==> config.mk <==
export PLATFORM = sky130hd
export DESIGN_NAME = free_list
export DESIGN_NICKNAME = d
export VERILOG_FILES = /design/src/rtl/free_list_pkg.sv /design/src/rtl/free_list.sv
export SDC_FILE = /design/constraint.sdc
export NUM_CORES = 1
export LEC_CHECK = 0
export CORE_UTILIZATION = 30
export DETAILED_ROUTE_END_ITERATION = 12
export PLACE_DENSITY = 0.51
export SETUP_SLACK_MARGIN = 0.1
export SLEW_MARGIN = 10
export SYNTH_ARGS = -nofsm -noshare
export SYNTH_HDL_FRONTEND = slang
export SYNTH_SLANG_ARGS = --single-unit
export TNS_END_PERCENT = 100
==> constraint.sdc <==
create_clock -name clock -period 3.75 [get_ports clock]
set_clock_uncertainty 0.05 [all_clocks]
set_input_delay 0.5625 -clock clock [delete_from_list [all_inputs] [get_ports clock]]
set_output_delay 0.5625 -clock clock [all_outputs]
set_load 0.005 [all_outputs]
==> src/rtl/free_list_pkg.sv <==
// free_list_pkg: shared sizes and packet types for the rename free list
package free_list_pkg;
  localparam int NUM_PREGS = 64;
  localparam int NUM_ARCH_REGS = 32;
  localparam int PREG_IDX_W = $clog2(NUM_PREGS);
  localparam int FL_DEPTH = NUM_PREGS - NUM_ARCH_REGS;
  typedef struct packed {
    logic                  valid;
    logic [PREG_IDX_W-1:0] tag;
  } FL_ALLOC_OUTPACKET;
  typedef struct packed {
    logic                  valid;
    logic [PREG_IDX_W-1:0] tag;
  } FL_RETIRE_INPACKET;
endpackage

==> src/rtl/free_list.sv <==
// free_list: circular FIFO of free physical tags with speculative and committed read heads
module free_list
  import free_list_pkg::*;
#(
  parameter int numOfRequests = 2,
  parameter int numOfPregs = NUM_PREGS,
  parameter int numOfArchRegs = NUM_ARCH_REGS
) (
  input  logic                                      clock,
  input  logic                                      reset,
  input  logic [numOfRequests-1:0]                  dispatch_req,
  output logic [numOfRequests-1:0]                  alloc_valid,
  output logic [numOfRequests-1:0][PREG_IDX_W-1:0]  alloc_tag,
  output logic                                      stall,
  input  logic [numOfRequests-1:0]                  retire_valid,
  input  logic [numOfRequests-1:0][PREG_IDX_W-1:0]  retire_tag,
  input  logic                                      recover,
  output logic [$clog2(numOfPregs-numOfArchRegs):0] free_count
);
  localparam int DEPTH = numOfPregs - numOfArchRegs;
  localparam int IW = $clog2(DEPTH);
  localparam int CW = IW + 1;
  logic [PREG_IDX_W-1:0] r_entry [DEPTH];
  logic [CW-1:0] r_tail, r_spec_head, r_arch_head;
  logic [CW-1:0] w_count, w_nreq, w_nret, w_arch_next;
  logic [numOfRequests-1:0][CW-1:0] w_req_pre, w_ret_pre;
  logic [numOfRequests-1:0][IW-1:0] w_rd_idx, w_wr_idx;
  logic w_grant;
  FL_ALLOC_OUTPACKET w_alloc [numOfRequests];
  always_comb begin
    w_nreq = '0;
    w_nret = '0;
    w_req_pre = '0;
    w_ret_pre = '0;
    for (int i = 0; i < numOfRequests; i++) begin
      w_req_pre[i] = w_nreq;
      w_ret_pre[i] = w_nret;
      w_nreq = w_nreq + CW'(dispatch_req[i]);
      w_nret = w_nret + CW'(retire_valid[i]);
    end
  end
  assign w_count = r_tail - r_spec_head;
  assign w_arch_next = r_arch_head + w_nret;
  // all-or-nothing grant; reset and recover both suppress it
  assign w_grant = reset && !recover && (w_nreq <= w_count);
  always_comb begin
    for (int i = 0; i < numOfRequests; i++) begin
      w_rd_idx[i] = r_spec_head[IW-1:0] + w_req_pre[i][IW-1:0];
      w_wr_idx[i] = r_tail[IW-1:0] + w_ret_pre[i][IW-1:0];
      w_alloc[i].valid = w_grant && dispatch_req[i];
      w_alloc[i].tag = r_entry[w_rd_idx[i]];
      alloc_valid[i] = w_alloc[i].valid;
      alloc_tag[i] = w_alloc[i].tag;
    end
  end
  assign stall = reset && (|dispatch_req) && !w_grant;
  assign free_count = w_count;
  always_ff @(posedge clock or negedge reset) begin
    if (!reset) begin
      r_tail <= CW'(DEPTH);
      r_spec_head <= '0;
      r_arch_head <= '0;
      for (int k = 0; k < DEPTH; k++) r_entry[k] <= PREG_IDX_W'(numOfArchRegs + k);
    end else begin
      for (int i = 0; i < numOfRequests; i++)
        if (retire_valid[i]) r_entry[w_wr_idx[i]] <= retire_tag[i];
      r_tail <= r_tail + w_nret;
      r_arch_head <= w_arch_next;
      r_spec_head <= recover ? w_arch_next : r_spec_head + (w_grant ? w_nreq : '0);
    end
  end
  // retiring more tags than there are slots would overwrite live entries
  assert property (@(posedge clock) disable iff (!reset)
    ({1'b0, w_count} + {1'b0, w_nret}) <= (CW+1)'(DEPTH));
endmodule

Yosys cells after proc, flatten, opt, wreduce, memory -nomap -nowiden
Index checks and enable logic that the tools add are counted.
{"block": "classes", "muxes": 16, "reduce_logical": 11, "n_addsub": 8, "n_lt_le_gt_ge": 7, "n_bitwise": 4}
{"operator": "192-bit bitwise mux", "n": 2}
{"operator": "192-bit 2-to-1 mux", "n": 2}
{"operator": "6-bit binary-select mux with 5-bit select", "n": 2}
{"operator": "6-bit demux with 5-bit select", "n": 2}
{"operator": "6-bit 2-to-1 mux", "n": 7}
{"operator": "6-bit greater-or-equal comparator (second input constant)", "n": 4}
{"operator": "5-bit NOT with 6-bit output", "n": 4}
{"operator": "6-bit by 2-bit adder with 6-bit output", "n": 3}
{"operator": "6-bit by 1-bit less-than comparator with 1-bit output (second input constant)", "n": 2}
{"operator": "5-bit by 1-bit adder with 5-bit output", "n": 2}
{"operator": "1-bit logical AND", "n": 8}
{"operator": "2-bit by 6-bit <= comparator with 1-bit output", "n": 1}
{"operator": "6-bit subtractor", "n": 1}
{"operator": "1-bit by 1-bit adder with 2-bit output", "n": 2}
{"operator": "1-bit logical NOT", "n": 2}
{"operator": "2-bit 2-to-1 mux", "n": 1}
{"operator": "2-bit OR reduction", "n": 1}
{"block": "word_totals", "in_bits": 19, "out_inout_bits": 21, "elab_cells": 81, "register_bits": 210}

Longest topological paths before layout
{"block": "depth", "ltp_word": 9, "ltp_mapped": 15, "mapped_depth_nobuf": 14}

Worst setup path after synthesis
No wires, ideal clock.
{"block": "synth_path", "path_type": "reg2reg", "startpoint": "register r_tail[0]", "endpoint": "register r_spec_head[4]", "setup_time_ps": 138, "path_buffers": 0, "stages_incl_launch_ff": 15, "arrival_ps": 3243, "slack_ps": 318, "period_less_slack_ps": 3432, "required_ps": 3562, "cell_sequence": "dfrtp_1 > inv_1 > ha_1 > fa_1 > ha_1 > nor2b_1 > o21ai_0 > nor4_4 > a21oi_1 > ha_1 > inv_1 > fa_1 > or3_1 > xnor2_1 > o21ai_0"}
{"block": "synth_via", "elab_chain_len": 6}
{"element": "from (decl)", "line_no": "free_list.sv:24", "text": "logic [CW-1:0] r_tail, r_spec_head, r_arch_head;"}
{"element": "from (signal assigned)", "line_no": "free_list.sv:60", "text": "r_tail <= CW'(DEPTH);"}
{"element": "from (signal assigned)", "line_no": "free_list.sv:67", "text": "r_tail <= r_tail + w_nret;"}
{"element": "6-bit subtractor", "line_no": "free_list.sv:42", "text": "assign w_count = r_tail - r_spec_head;"}
{"element": "2-bit by 6-bit <= comparator with 1-bit output", "line_no": "free_list.sv:45", "text": "assign w_grant = reset && !recover && (w_nreq <= w_count);"}
{"element": "1-bit logical AND", "line_no": "free_list.sv:45"}
{"element": "2-bit 2-to-1 mux", "line_no": "free_list.sv:69", "text": "r_spec_head <= recover ? w_arch_next : r_spec_head + (w_grant ? w_nreq : '0);"}
{"element": "6-bit by 2-bit adder with 6-bit output", "line_no": "free_list.sv:69"}
{"element": "6-bit 2-to-1 mux", "line_no": "free_list.sv:69"}
{"element": "to (signal assigned)", "line_no": "free_list.sv:69"}
{"element": "to (decl)", "line_no": "free_list.sv:24"}
Every way passes these cells.

==> out/results.md <==
| Step | Item | Value |
| --- | --- | --- |
| status | Result of the run | completed |
| worst setup path | Chain of cells forming the critical path | ha_4 > ha_4 > a21bo_4 > a2bb2o_2 > a32oi_1 > buf_4 > buf_12 > buf_4 > o22ai_4 > a211oi_2 > dlygate4sd2_1 |
| sta | Headroom to the max-slew limit | 26.0% |
| clock tree | Max clock buf depth | 3 |
| logic synthesis | Synth unique cells | 59 |
| worst setup path | Setup crit start kind | flop |
| floorplan | Height of the die | 224 um |
| finish | Layout cells sized above 1 | 62.3% |
| worst setup path | Startpoint of the most critical setup path | r_spec_head[0]$_DFF_PN0_ |
| sta | Setup repair after global routing missed its margin | true |
| route | Average via count per standard cell | 5.33 |
| worst setup path | Slowest Stage Delay on Critical Path | 0.55 ns |
| clock tree | Clock buffers created by TritonCTS | 26 |
| floorplan | Standard-cell rows | 80 |
| sta | Final setup slack of the worst path | 0.136 ns |
| route | Number of antenna-violating nets in the routed design | 0 |
| power and ir drop | Overall power after layout | 18.7 mW |
| finish | Fillers | 4687 |
| worst setup path | Critical path start-end classification | reg -> out |
| worst setup path | Data required time at the worst endpoint | 3.14 ns |
| logic synthesis | Synthesized instance count | 1180 |
| logic synthesis | YS warnings | 0 |
| clock tree | Clock latency at the later pin of the worst-skew pair | 0.54 ns |
| worst setup path | Endpoint of the worst-slack reg-to-reg timing path | r_spec_head[4]$_DFF_PN0_ |
| logic synthesis | Number of flops mapped to enable cells by yosys | 0 |
| logic synthesis | Net Count, Synth | 1223 |
| worst setup path | Worst setup EP type | output pin |
| sta | Final period utilization | 96.4% |
| worst setup path | Slowest stage cell on the critical path | sky130_fd_sc_hd__dfrtp_4 |
| clock tree | Number of levels in the clock H-tree | 1 |
| power and ir drop | Static leakage | 7.20 nW |
| worst setup path | Worst Path Arrival | 3.00 ns |
| route | Total routed wirelength | 47900 um |
| worst setup path | Kind of cell with the highest combined delay on the critical path | compound AO/OA/AOI/OAI gates |
| logic synthesis | Seq/Total Area, Yosys | 36.6% |
| placement | Total of buffers placed on input and output ports | 39 |
| route | Starting DRC count in detailed routing | 812 |
| finish | ANT cells | 0 |
| clock tree | CTS Sinks | 210 |
| logic synthesis | FF+latch count, synth | 210 |
| route | Iteration count of the initial detailed-routing pass | 5 |
| logic synthesis | Average cell area after synthesis | 12.5 um2 |
| clock tree | Clk slew on worst S/H paths | 0.06 ns |
| route | Final routed DRC violation total | 0 |
| worst hold path | Class of the tightest hold or removal check | in -> async |
| clock tree | Library cell used as clock root buffer | sky130_fd_sc_hd__clkbuf_16 |
| finish | Most common library cell in the layout ignoring fill and taps | sky130_fd_sc_hd__mux2_2 |
| floorplan | Starting density of the core | 30.7% |
| finish | Top library cells by usage in the layout, fill and taps aside | 368 x sky130_fd_sc_hd__mux2_2, 113 x sky130_fd_sc_hd__dfstp_2, 95 x sky130_fd_sc_hd__dfrtp_1 |
| power and ir drop | Power density cells | 1040 nW/um2 |
| sta | Final total negative setup slack | 0 ns |
| floorplan | Die area | 50100 um2 |
| sta | Peak Freq | 277 MHz |
| route | WL/cell | 24.4 um |
| sta | Slew at the pin closest to its max-slew limit | 1.11 ns |
| floorplan | I/O pins | 40 |
| finish | Layout Area Growth over Synthesis | 21.8% |
| worst setup path | Critical path buffer and inverter count | 4 |
| power and ir drop | Max rail drop VDD | 0.000387 V |
| route | Vias | 10465 |
| logic synthesis | Top cells by area in the synthesized netlist | sky130_fd_sc_hd__mux2_2 28%, sky130_fd_sc_hd__dfstp_2 20%, sky130_fd_sc_hd__dfrtp_1 16%, sky130_fd_sc_hd__mux4_2 9.9%, sky130_fd_sc_hd__mux2i_1 4.2% |
| global routing | Global-route wire length before repair | 72500 um |
| logic synthesis | Yosys top cell area share | 28.2% |
| global routing | Pin count of the biggest net entering global routing | 160 |
| finish | Area of the multi-input gates | 9200 um2 |
| worst setup path | Highest fanout seen on the critical path | 6 |
| sta | Hold Vio Cnt, Final | 0 |
| finish | Total area of sequential cells | 5400 um2 |
| global routing | Total routing usage reported by global routing | 19.4% |
| global routing | Via count of the first global-routing pass | 10725 |
| worst setup path | Register-to-register setup slack | 0.15 ns |
| placement | RD Place Congestion | 0.895 |
| logic synthesis | Main flop type after synthesis | sky130_fd_sc_hd__dfstp_2 |
| worst setup path | Worst r2r path cells | 15 |
| global routing | Number of antenna violations at the first check in global routing | 1 |
| clock tree | CTS tree | built |
| sta | Fin. max-slew vios | 0 |
| logic synthesis | Mapped cell area | 14800 um2 |
| sta | Final hold slack | 0.413 ns |
| floorplan | Area inside the core boundary | 48100 um2 |
| sta | Tmin final | 3.61 ns |
| placement | Place WS | -0.324 ns |
| worst setup path | Reg-to-reg critical path startpoint | r_spec_head[0]$_DFF_PN0_ |
| global routing | Total global routing overflow | 0 |
| logic synthesis | Cell taking the most area after synthesis | sky130_fd_sc_hd__mux2_2 |
| finish | Nets | 1332 |
| logic synthesis | Async SR Flop Fraction | 100% |
| flow run | Number of max-cap violations | 0 |
| sta | Final setup vio count | 0 |
| floorplan | Die Wd | 224 um |
| placement | Placed wire-length estimate | 33500 um |
cells in the mapped netlist, types with 10 or more instances:
library cell                 n
sky130_fd_sc_hd__dfrtp_1    97
sky130_fd_sc_hd__a21oi_1    21
sky130_fd_sc_hd__nor2_1     74
sky130_fd_sc_hd__nand2_1    48
sky130_fd_sc_hd__buf_2      23
sky130_fd_sc_hd__ha_1       20
sky130_fd_sc_hd__mux2_2    369
sky130_fd_sc_hd__mux4_2     65
sky130_fd_sc_hd__clkbuf_1   43
sky130_fd_sc_hd__nor2_2     12
sky130_fd_sc_hd__xor2_1     10
sky130_fd_sc_hd__mux4_1     13
sky130_fd_sc_hd__a211oi_1   13
sky130_fd_sc_hd__and2_1     10
sky130_fd_sc_hd__a22oi_1    18
sky130_fd_sc_hd__inv_1      19
sky130_fd_sc_hd__mux2i_1    62
sky130_fd_sc_hd__nand3_1    33
sky130_fd_sc_hd__dfstp_2   113
layer usage:
metal / vias up / wire (um) / GRT usage (%)
met5: - / 13 / 0
met2: 366 / 21500 / 30.2
met4: 2 / 1090 / 4.66
met3: 52 / 3160 / 3.53
li1: 4661 / - / -
met1: 5384 / 22200 / 27.8
worst max path at each step:
stage / end / slack (ns) / cells past startpoint
global route: r_spec_head[5]$_DFF_PN0_ / 0.04 / 15
global placement: alloc_tag[9] / -0.35 / 13
floorplan: r_spec_head[4]$_DFF_PN0_ / 0.32 / 14
CTS: stall / 0.07 / 9
finish: alloc_tag[8] / 0.14 / 11
detailed placement: alloc_tag[7] / -0.32 / 13
report_power, final:
group	leakage [nW]	switching, mW	total (mW)	internal [mW]
Sequential	2.36	1.01	4.85	3.84
Clock	0.444	1.08	2.69	1.61
Combinational	4.39	5.11	11.2	6.08
worst reg2reg max path, delay by kind of cell, from the launching register on:
family          cells  cell delay, ns
simple gates        3            0.52
flops               1            0.55
xor+xnor            1            0.14
fa+ha+maj           5            1.51
buf+inv             3            0.32
compound gates      3            0.39
repair_timing:
item                                    4_1_cts  5_1_grt
pin swaps                                    30       15
gates resized for setup                      95       27
setup buffers                                17        2
gates cloned                                  2        0
endpoints found under the hold margin         2        0
hold buffers                                  1        0
endpoints found under the setup margin       16       19
stage by stage:
step | cells | cell area (um2) | util (%)
2_1_floorplan | 1180 | 14800 | -
3_3_place_gp | 1896 | 16500 | 34.3
3_5_place_dp | 1896 | 16500 | 34.3
4_1_cts | 1963 | 17900 | 37.1
5_1_grt | 1965 | 18000 | 37.3
6_report | 1965 | 18000 | 37.3
area by class of cell:
type / instances / area share, %
sequential: 210 / 30.0
tap: 656 / 4.57
multi-input combinational: 871 / 51.2
clock inverter: 13 / 0.905
inverter: 21 / 0.438
timing repair buffer: 159 / 8.73
clock buffer: 35 / 4.15
flip-flops by register name, indices dropped and copies added (netlist names):
name / count
r_arch_head: 6
r_entry: 192
r_spec_head: 6
r_tail: 6
kinds of logic (layout without fill, tap and decap cells):
group | after synthesis | count (layout) | share of synthesized area [%]
DFF | 210 | 210 | 36.6
xor gates and xnor gates | 18 | 18 | 1.07
adders and majority gates | 24 | 24 | 2.24
and+or+nand+nor | 228 | 228 | 7.87
AOI/OAI and AO/OA | 86 | 86 | 4.15
buffers and inverters | 99 | 228 | 3.07
muxes | 515 | 515 | 45.0
Power figures use the tool's default switching activity.
